`src/rtl/hazard_stall_unit_if.sv`:
```
// Pipeline-to-hazard-unit connection: ID/EX/MEM hazard sources in, stage enables and bubbles out.
// The pipeline side uses the master modport; the stall unit uses the slave modport.
interface hazard_stall_unit_if #(
  parameter int unsigned CNT_W = 32
);
  logic [4:0]       ifid_rs;
  logic [4:0]       ifid_rt;
  logic             ifid_uses_rt;
  logic             ifid_branch;
  logic             idex_MemRead;
  logic             idex_RegWrite;
  logic [4:0]       idex_rd;
  logic             idex_div;
  logic             exmem_MemRead;
  logic [4:0]       exmem_rd;
  logic             branch_taken;
  logic             jump;

  logic             pc_write;
  logic             ifid_write;
  logic             idex_write;
  logic             idex_bubble;
  logic             exmem_bubble;
  logic             ifid_flush;
  logic             div_busy;
  logic [CNT_W-1:0] stall_count;

  modport master (
    output ifid_rs, ifid_rt, ifid_uses_rt, ifid_branch,
           idex_MemRead, idex_RegWrite, idex_rd, idex_div,
           exmem_MemRead, exmem_rd, branch_taken, jump,
    input  pc_write, ifid_write, idex_write, idex_bubble,
           exmem_bubble, ifid_flush, div_busy, stall_count
  );

  modport slave (
    input  ifid_rs, ifid_rt, ifid_uses_rt, ifid_branch,
           idex_MemRead, idex_RegWrite, idex_rd, idex_div,
           exmem_MemRead, exmem_rd, branch_taken, jump,
    output pc_write, ifid_write, idex_write, idex_bubble,
           exmem_bubble, ifid_flush, div_busy, stall_count
  );
endinterface

```
`src/rtl/hazard_stall_unit.sv`:
```
// Stall/flush controller for the 5-stage pipeline: load-use and ID-branch hazards,
// multi-cycle divide occupancy of EX, and a saturating stall-cycle counter.
module hazard_stall_unit #(
  parameter int unsigned DIV_CYCLES = 8,
  parameter int unsigned CNT_W      = 32
) (
  input  logic                clk_i,
  input  logic                rst_i,
  hazard_stall_unit_if.slave  hz
);

  typedef enum logic {
    IDLE = 1'b0,
    BUSY = 1'b1
  } state_e;

  localparam logic [4:0]       DIV_LOAD = 5'(DIV_CYCLES - 1);
  localparam logic [CNT_W-1:0] CNT_MAX  = '1;
  localparam logic [CNT_W-1:0] CNT_ONE  = {{(CNT_W-1){1'b0}}, 1'b1};

  state_e           state_q, state_d;
  logic [4:0]       cnt_q, cnt_d;
  logic [CNT_W-1:0] stall_count_q, stall_count_d;

  logic mrs, mrt, load_use, br_alu, br_load, br_haz, hz_stall;
  logic div_start, div_stall, any_stall;

  // Register 0 is never a real dependency, so every match is gated by rd != 0.
  always_comb begin
    mrs       = (hz.idex_rd == hz.ifid_rs);
    mrt       = (hz.idex_rd == hz.ifid_rt);
    load_use  = hz.idex_MemRead && (hz.idex_rd != 5'd0) && (mrs || (hz.ifid_uses_rt && mrt));
    br_alu    = hz.idex_RegWrite && (hz.idex_rd != 5'd0) && (mrs || mrt);
    br_load   = hz.exmem_MemRead && (hz.exmem_rd != 5'd0) &&
                ((hz.exmem_rd == hz.ifid_rs) || (hz.exmem_rd == hz.ifid_rt));
    br_haz    = hz.ifid_branch && (br_alu || br_load);
    hz_stall  = load_use || br_haz;

    div_start = (state_q == IDLE) && hz.idex_div;
    div_stall = div_start || ((state_q == BUSY) && (cnt_q >= 5'd2));
    any_stall = div_stall || hz_stall;
  end

  // NOTE: every always_comb output gets a default first so no path can infer a latch.
  always_comb begin
    state_d       = state_q;
    cnt_d         = cnt_q;
    stall_count_d = stall_count_q;

    unique case (state_q)
      IDLE: begin
        if (hz.idex_div) begin
          state_d = BUSY;
          cnt_d   = DIV_LOAD;
        end
      end
      BUSY: begin
        // idex_div is not looked at here: the held divide must not retrigger itself.
        cnt_d = cnt_q - 5'd1;
        if (cnt_q <= 5'd1) begin
          state_d = IDLE;
        end
      end
      default: begin
        state_d = IDLE;
        cnt_d   = 5'd0;
      end
    endcase

    if (any_stall && (stall_count_q != CNT_MAX)) begin
      stall_count_d = stall_count_q + CNT_ONE;
    end
  end

  // NOTE: sequential state uses non-blocking assignments so all flops update together.
  always_ff @(posedge clk_i or posedge rst_i) begin
    if (rst_i) begin
      state_q       <= IDLE;
      cnt_q         <= 5'd0;
      stall_count_q <= '0;
    end else begin
      state_q       <= state_d;
      cnt_q         <= cnt_d;
      stall_count_q <= stall_count_d;
    end
  end

  // A divide stall holds ID/EX outright, so any ID hazard is re-evaluated after release
  // rather than bubbled now; a stalled branch must not flush on stale operands.
  always_comb begin
    hz.pc_write     = !any_stall;
    hz.ifid_write   = !any_stall;
    hz.idex_write   = !div_stall;
    hz.idex_bubble  = hz_stall && !div_stall;
    hz.exmem_bubble = div_stall;
    hz.ifid_flush   = (hz.branch_taken || hz.jump) && !any_stall;
    hz.div_busy     = div_start || (state_q == BUSY);
    hz.stall_count  = stall_count_q;
  end

endmodule

```
`src/flat_wrapper.sv`:
```
// flat-port wrapper written by rule: the top's interface ports become plain ports
module hazard_stall_unit_flat 
#(
  parameter int unsigned DIV_CYCLES = 8,
  parameter int unsigned CNT_W      = 32
)
  (clk_i, rst_i, hz_ifid_rs, hz_ifid_rt, hz_ifid_uses_rt, hz_ifid_branch, hz_idex_MemRead, hz_idex_RegWrite, hz_idex_rd, hz_idex_div, hz_exmem_MemRead, hz_exmem_rd, hz_branch_taken, hz_jump, hz_pc_write, hz_ifid_write, hz_idex_write, hz_idex_bubble, hz_exmem_bubble, hz_ifid_flush, hz_div_busy, hz_stall_count);
  hazard_stall_unit_if #(.CNT_W(CNT_W)) hz_i ();
  input  logic clk_i;
  input  logic rst_i;
  input wire logic [$bits(hz_i.ifid_rs)-1:0] hz_ifid_rs;
  input wire logic [$bits(hz_i.ifid_rt)-1:0] hz_ifid_rt;
  input wire logic [$bits(hz_i.ifid_uses_rt)-1:0] hz_ifid_uses_rt;
  input wire logic [$bits(hz_i.ifid_branch)-1:0] hz_ifid_branch;
  input wire logic [$bits(hz_i.idex_MemRead)-1:0] hz_idex_MemRead;
  input wire logic [$bits(hz_i.idex_RegWrite)-1:0] hz_idex_RegWrite;
  input wire logic [$bits(hz_i.idex_rd)-1:0] hz_idex_rd;
  input wire logic [$bits(hz_i.idex_div)-1:0] hz_idex_div;
  input wire logic [$bits(hz_i.exmem_MemRead)-1:0] hz_exmem_MemRead;
  input wire logic [$bits(hz_i.exmem_rd)-1:0] hz_exmem_rd;
  input wire logic [$bits(hz_i.branch_taken)-1:0] hz_branch_taken;
  input wire logic [$bits(hz_i.jump)-1:0] hz_jump;
  output wire logic [$bits(hz_i.pc_write)-1:0] hz_pc_write;
  output wire logic [$bits(hz_i.ifid_write)-1:0] hz_ifid_write;
  output wire logic [$bits(hz_i.idex_write)-1:0] hz_idex_write;
  output wire logic [$bits(hz_i.idex_bubble)-1:0] hz_idex_bubble;
  output wire logic [$bits(hz_i.exmem_bubble)-1:0] hz_exmem_bubble;
  output wire logic [$bits(hz_i.ifid_flush)-1:0] hz_ifid_flush;
  output wire logic [$bits(hz_i.div_busy)-1:0] hz_div_busy;
  output wire logic [$bits(hz_i.stall_count)-1:0] hz_stall_count;
  assign hz_i.ifid_rs = hz_ifid_rs;
  assign hz_i.ifid_rt = hz_ifid_rt;
  assign hz_i.ifid_uses_rt = hz_ifid_uses_rt;
  assign hz_i.ifid_branch = hz_ifid_branch;
  assign hz_i.idex_MemRead = hz_idex_MemRead;
  assign hz_i.idex_RegWrite = hz_idex_RegWrite;
  assign hz_i.idex_rd = hz_idex_rd;
  assign hz_i.idex_div = hz_idex_div;
  assign hz_i.exmem_MemRead = hz_exmem_MemRead;
  assign hz_i.exmem_rd = hz_exmem_rd;
  assign hz_i.branch_taken = hz_branch_taken;
  assign hz_i.jump = hz_jump;
  assign hz_pc_write = hz_i.pc_write;
  assign hz_ifid_write = hz_i.ifid_write;
  assign hz_idex_write = hz_i.idex_write;
  assign hz_idex_bubble = hz_i.idex_bubble;
  assign hz_exmem_bubble = hz_i.exmem_bubble;
  assign hz_ifid_flush = hz_i.ifid_flush;
  assign hz_div_busy = hz_i.div_busy;
  assign hz_stall_count = hz_i.stall_count;
  hazard_stall_unit #(.DIV_CYCLES(DIV_CYCLES), .CNT_W(CNT_W)) u_core (.clk_i(clk_i), .rst_i(rst_i), .hz(hz_i));
endmodule
```
`config.mk`:
```
export PLATFORM = sky130hd
export DESIGN_NAME = hazard_stall_unit_flat
export DESIGN_NICKNAME = d
export VERILOG_FILES = /design/src/rtl/hazard_stall_unit_if.sv /design/src/rtl/hazard_stall_unit.sv /design/src/flat_wrapper.sv
export SDC_FILE = /design/constraint.sdc
export NUM_CORES = 1
export LEC_CHECK = 0
export CORE_ASPECT_RATIO = 0.6
export CORE_MARGIN = 5
export CORE_UTILIZATION = 45
export DETAILED_ROUTE_END_ITERATION = 6
export PLACE_DENSITY_LB_ADDON = 0.25
export SKIP_LAST_GASP = 1
export SYNTH_ARGS = -nofsm -noshare
export SYNTH_HDL_FRONTEND = slang
export SYNTH_SLANG_ARGS = --single-unit
```
`constraint.sdc`:
```
create_clock -name clk_i -period 6.05 [get_ports clk_i]
set_clock_uncertainty 0.1 [all_clocks]
set_input_delay 0.9075 -clock clk_i [delete_from_list [all_inputs] [get_ports clk_i]]
set_output_delay 0.9075 -clock clk_i [all_outputs]
set_load 0.02 [all_outputs]
```
==> results.md <==
- Post-synth top cells: dfrtp_1, xnor2_1, xor2_1
- Resized cells post-CTS: 0
- R2r setup slk: 3.34 ns
- Status: complete, no violations
- CTS tree: built
- Synth Area in Compound Gates: 4.80%
- FP Rows: 19
- Async set-reset flop share out of synthesis: 100%
- Routed Antenna Nets: 0
- Pint: 0.000631 W
- Top-count cell post-synth: dfrtp_1
- Max Cap Violations: 0
- Reg clk slew, reported paths: 0.07 ns
- Mapped Area: 0.00224 sq mm
- Largest net degree at the start of global routing: 39
- Hold_buf cts: 0
- CP peak stage delay: between 0.6 and 0.7 ns
- IO Count: slightly below 70
- Critical path type: in -> out
- Top delay family on crit path: buffers and inverters
- Syn_area_per_cell: 9.83 sq um
- CTS H-tree lvls: 2
- Die area: 0.00654 sq mm
- RSZ-0062 raised after global routing: false
- CTS Root Cell: clkbuf_8
- Ys flop type: dfrtp_1
- Gr ovfl total: 0
- Post-synth cell types: 38
- Drt drc: 0
- Fin. max-slew vios: 0
- Post-CTS setup buffer count: 0
- CTS Sinks: 38
- Reg power frac: between 30 and 40%
- Syn_nets: 262
- Power share of the combinational group: 33.9%
- Worst setup SP type: input port
- GRT Util Overall: 17.6%
- FMAX: 228 MHz
- CP required: 5.04 ns
- Initial DRC count: ~140
- Worst Tran Pin Value: 0.748 ns
- Pleak: approximately 1.2 nW
- P&R area growth vs syn: 39.0%
- YS warnings: 0
- Power Total: 0.000944 W
- Synth top area share: 42.4%
- Final period util: slightly above 70%
- Final setup viols: 0
- Share of layout cells above drive strength 1: 5.70%
- Bufs and invs on worst path: 3
- Chip Width: 101 um
- Slowest CP cell: clkdlybuf4s50_1
- Crit Path Max Fanout: 33
- Post-Synth XOR/XNOR Area: between 20% and 30%
- Die height: 64.7 um
- Core Area: 0.00468 sq mm
- Drt first pass iters: 4
- Setup TNS: 0 ns
- Fin nets: 331
- Clock Tree Buf Depth: 2
- Crit path cell chain: clkdlybuf4s50_1, or4_1, o211ai_1, o221ai_2, buf_4, nor2_1, clkdlybuf4s50_1
- Peak VDD IR: 214 uV
- Via count: ~1.9k
- Antenna diodes: 0
- Vias in the first global route: around 1.8k
- Tightest Hold Check Type: reg -> reg
- HPWL Detailed: 4180 um
- Main combinational cell family by area after synthesis: simple AND/OR/NAND/NOR gates
- Post-synth EDFFs: 0
- P_sw: about 0.00031 W
- Crit path time final: between 4 and 5 ns
- Max-slew headroom: 50.1%
- Power per cell area: roughly 300 mW/mm^2
- Area share of fa/ha/maj cells after synthesis: under 10%
- Drt wl/cell: 15.1 um
- TritonCTS buffer count: 5
- Port bufs: 68
- Yosys top cell by area: dfrtp_1
- Largest cells by area after synthesis: dfrtp_1, xnor2_1, xor2_1
- Antenna violations before repair: 0
- Vias per cell: 5.25
- GP Congestion: 0.867
- Seq/Total Area, Yosys: 42.4%
- Mux cell area share after synthesis: 0.502%
- Switching share of power: 33.1%
- #FFs+latches synth: 38
- Mapped Cells: approximately 230
- Critical path data arrival time: 3.37 ns
- Worst-Skew Late Latency: 0.29 ns
- Most common cell on crit path: clkdlybuf4s50_1
- Post-Route WL: 5460 um
- Clock power frac: 28.4%
- Crit. End Element: output port
- Initial Util: 47.9%
- Hold Vio Cnt, Final: 0
- First-pass GRT wire length: 9220 um
- Simple-gate share of the synthesized area: 25.6%
## worst reg2reg max path: cells and delay by family, from the launching register on
kind,cells,cell delay (ns)
and+or+nand+nor,4,1.69
DFF,1,0.46
muxes,1,0.34
## sequential cells by signal (all words and copies together) (netlist names)
name,flops
u_core.cnt_q,5
u_core.state_q,1
u_core.hz.stall_count,32
## layout by cell type, fill, tap and decap left out, types with 3 or more instances in the layout
cell type	count
clkdlybuf4s50_1	68
inv_1	9
nor2_1	15
nor4_1	3
nor3_1	10
or4_1	3
clkbuf_8	6
dfrtp_1	38
and3_1	6
nand3_1	11
nand4_1	16
xnor2_1	32
ha_1	4
nand3_2	4
a21oi_1	6
xor2_1	21
nand2_1	13
and4_1	5
## cells by family (layout without fill, tap and decap cells)
group	after synthesis	count (layout)
DFF	38	38
AOI/OAI and AO/OA	17	17
buffers and inverters	17	87
xor gates and xnor gates	53	53
and+or+nand+nor	98	98
adders and majority gates	4	4
muxes	1	1
## per-stage QoR
step	hold WS (ns)	setup slack [ns]	cells	instance area, sq um	util (%)
5_1_grt	0.411	1.58	361	3120	66.5
3_5_place_dp	0.387	1.67	353	2970	63.5
2_1_floorplan	0.395	2.63	228	2240	-
6_report	0.394	1.67	361	3120	66.5
3_3_place_gp	0.381	1.74	353	2970	63.5
4_1_cts	0.398	1.67	361	3120	66.5
## final cells by class
class                           instances  area (sq um)
Fill cell                             377          1570
Multi-Input combinational cell        173          1210
Sequential cell                        38           951
Timing Repair Buffer                   70           696
Clock buffer                            6          82.6
Tap cell                               63          78.8
Clock inverter                          2          60.1
Inverter                                9          33.8
## routing by layer
metal | wire [um] | GRT usage, %
met2 | 2230 | 23.8
met5 | 0 | 0
met4 | 61 | 3.15
met1 | 2870 | 28.3
met3 | 300 | 4.39
## power by group through the flow
stage | Sequential, W | Clock (W) | Combinational (W)
3_3_place_gp | 0.000358 | 0 | 0.000315
3_5_place_dp | 0.000359 | 0 | 0.000322
4_1_cts | 0.000355 | 0.000272 | 0.000323
6_report | 0.000356 | 0.000268 | 0.000320
5_1_grt | 0.000365 | 0.000282 | 0.000350
2_1_floorplan | 0.000376 | 0 | 0.000169
## final timing paths
path | end | from | cells after the start
min in group asynchronous | u_core.hz.stall_count[10] | rst_i | 3
max reg2reg | u_core.hz.stall_count[1] | u_core.hz.stall_count[27] | 5
min reg2reg | u_core.hz.stall_count[31] | u_core.hz.stall_count[31] | 1
max | hz_ifid_flush | hz_exmem_rd[0] | 7
max in group asynchronous | u_core.hz.stall_count[27] | rst_i | 3
min | u_core.hz.stall_count[31] | u_core.hz.stall_count[31] | 1
No activity file was read; power rests on OpenSTA's default activity.
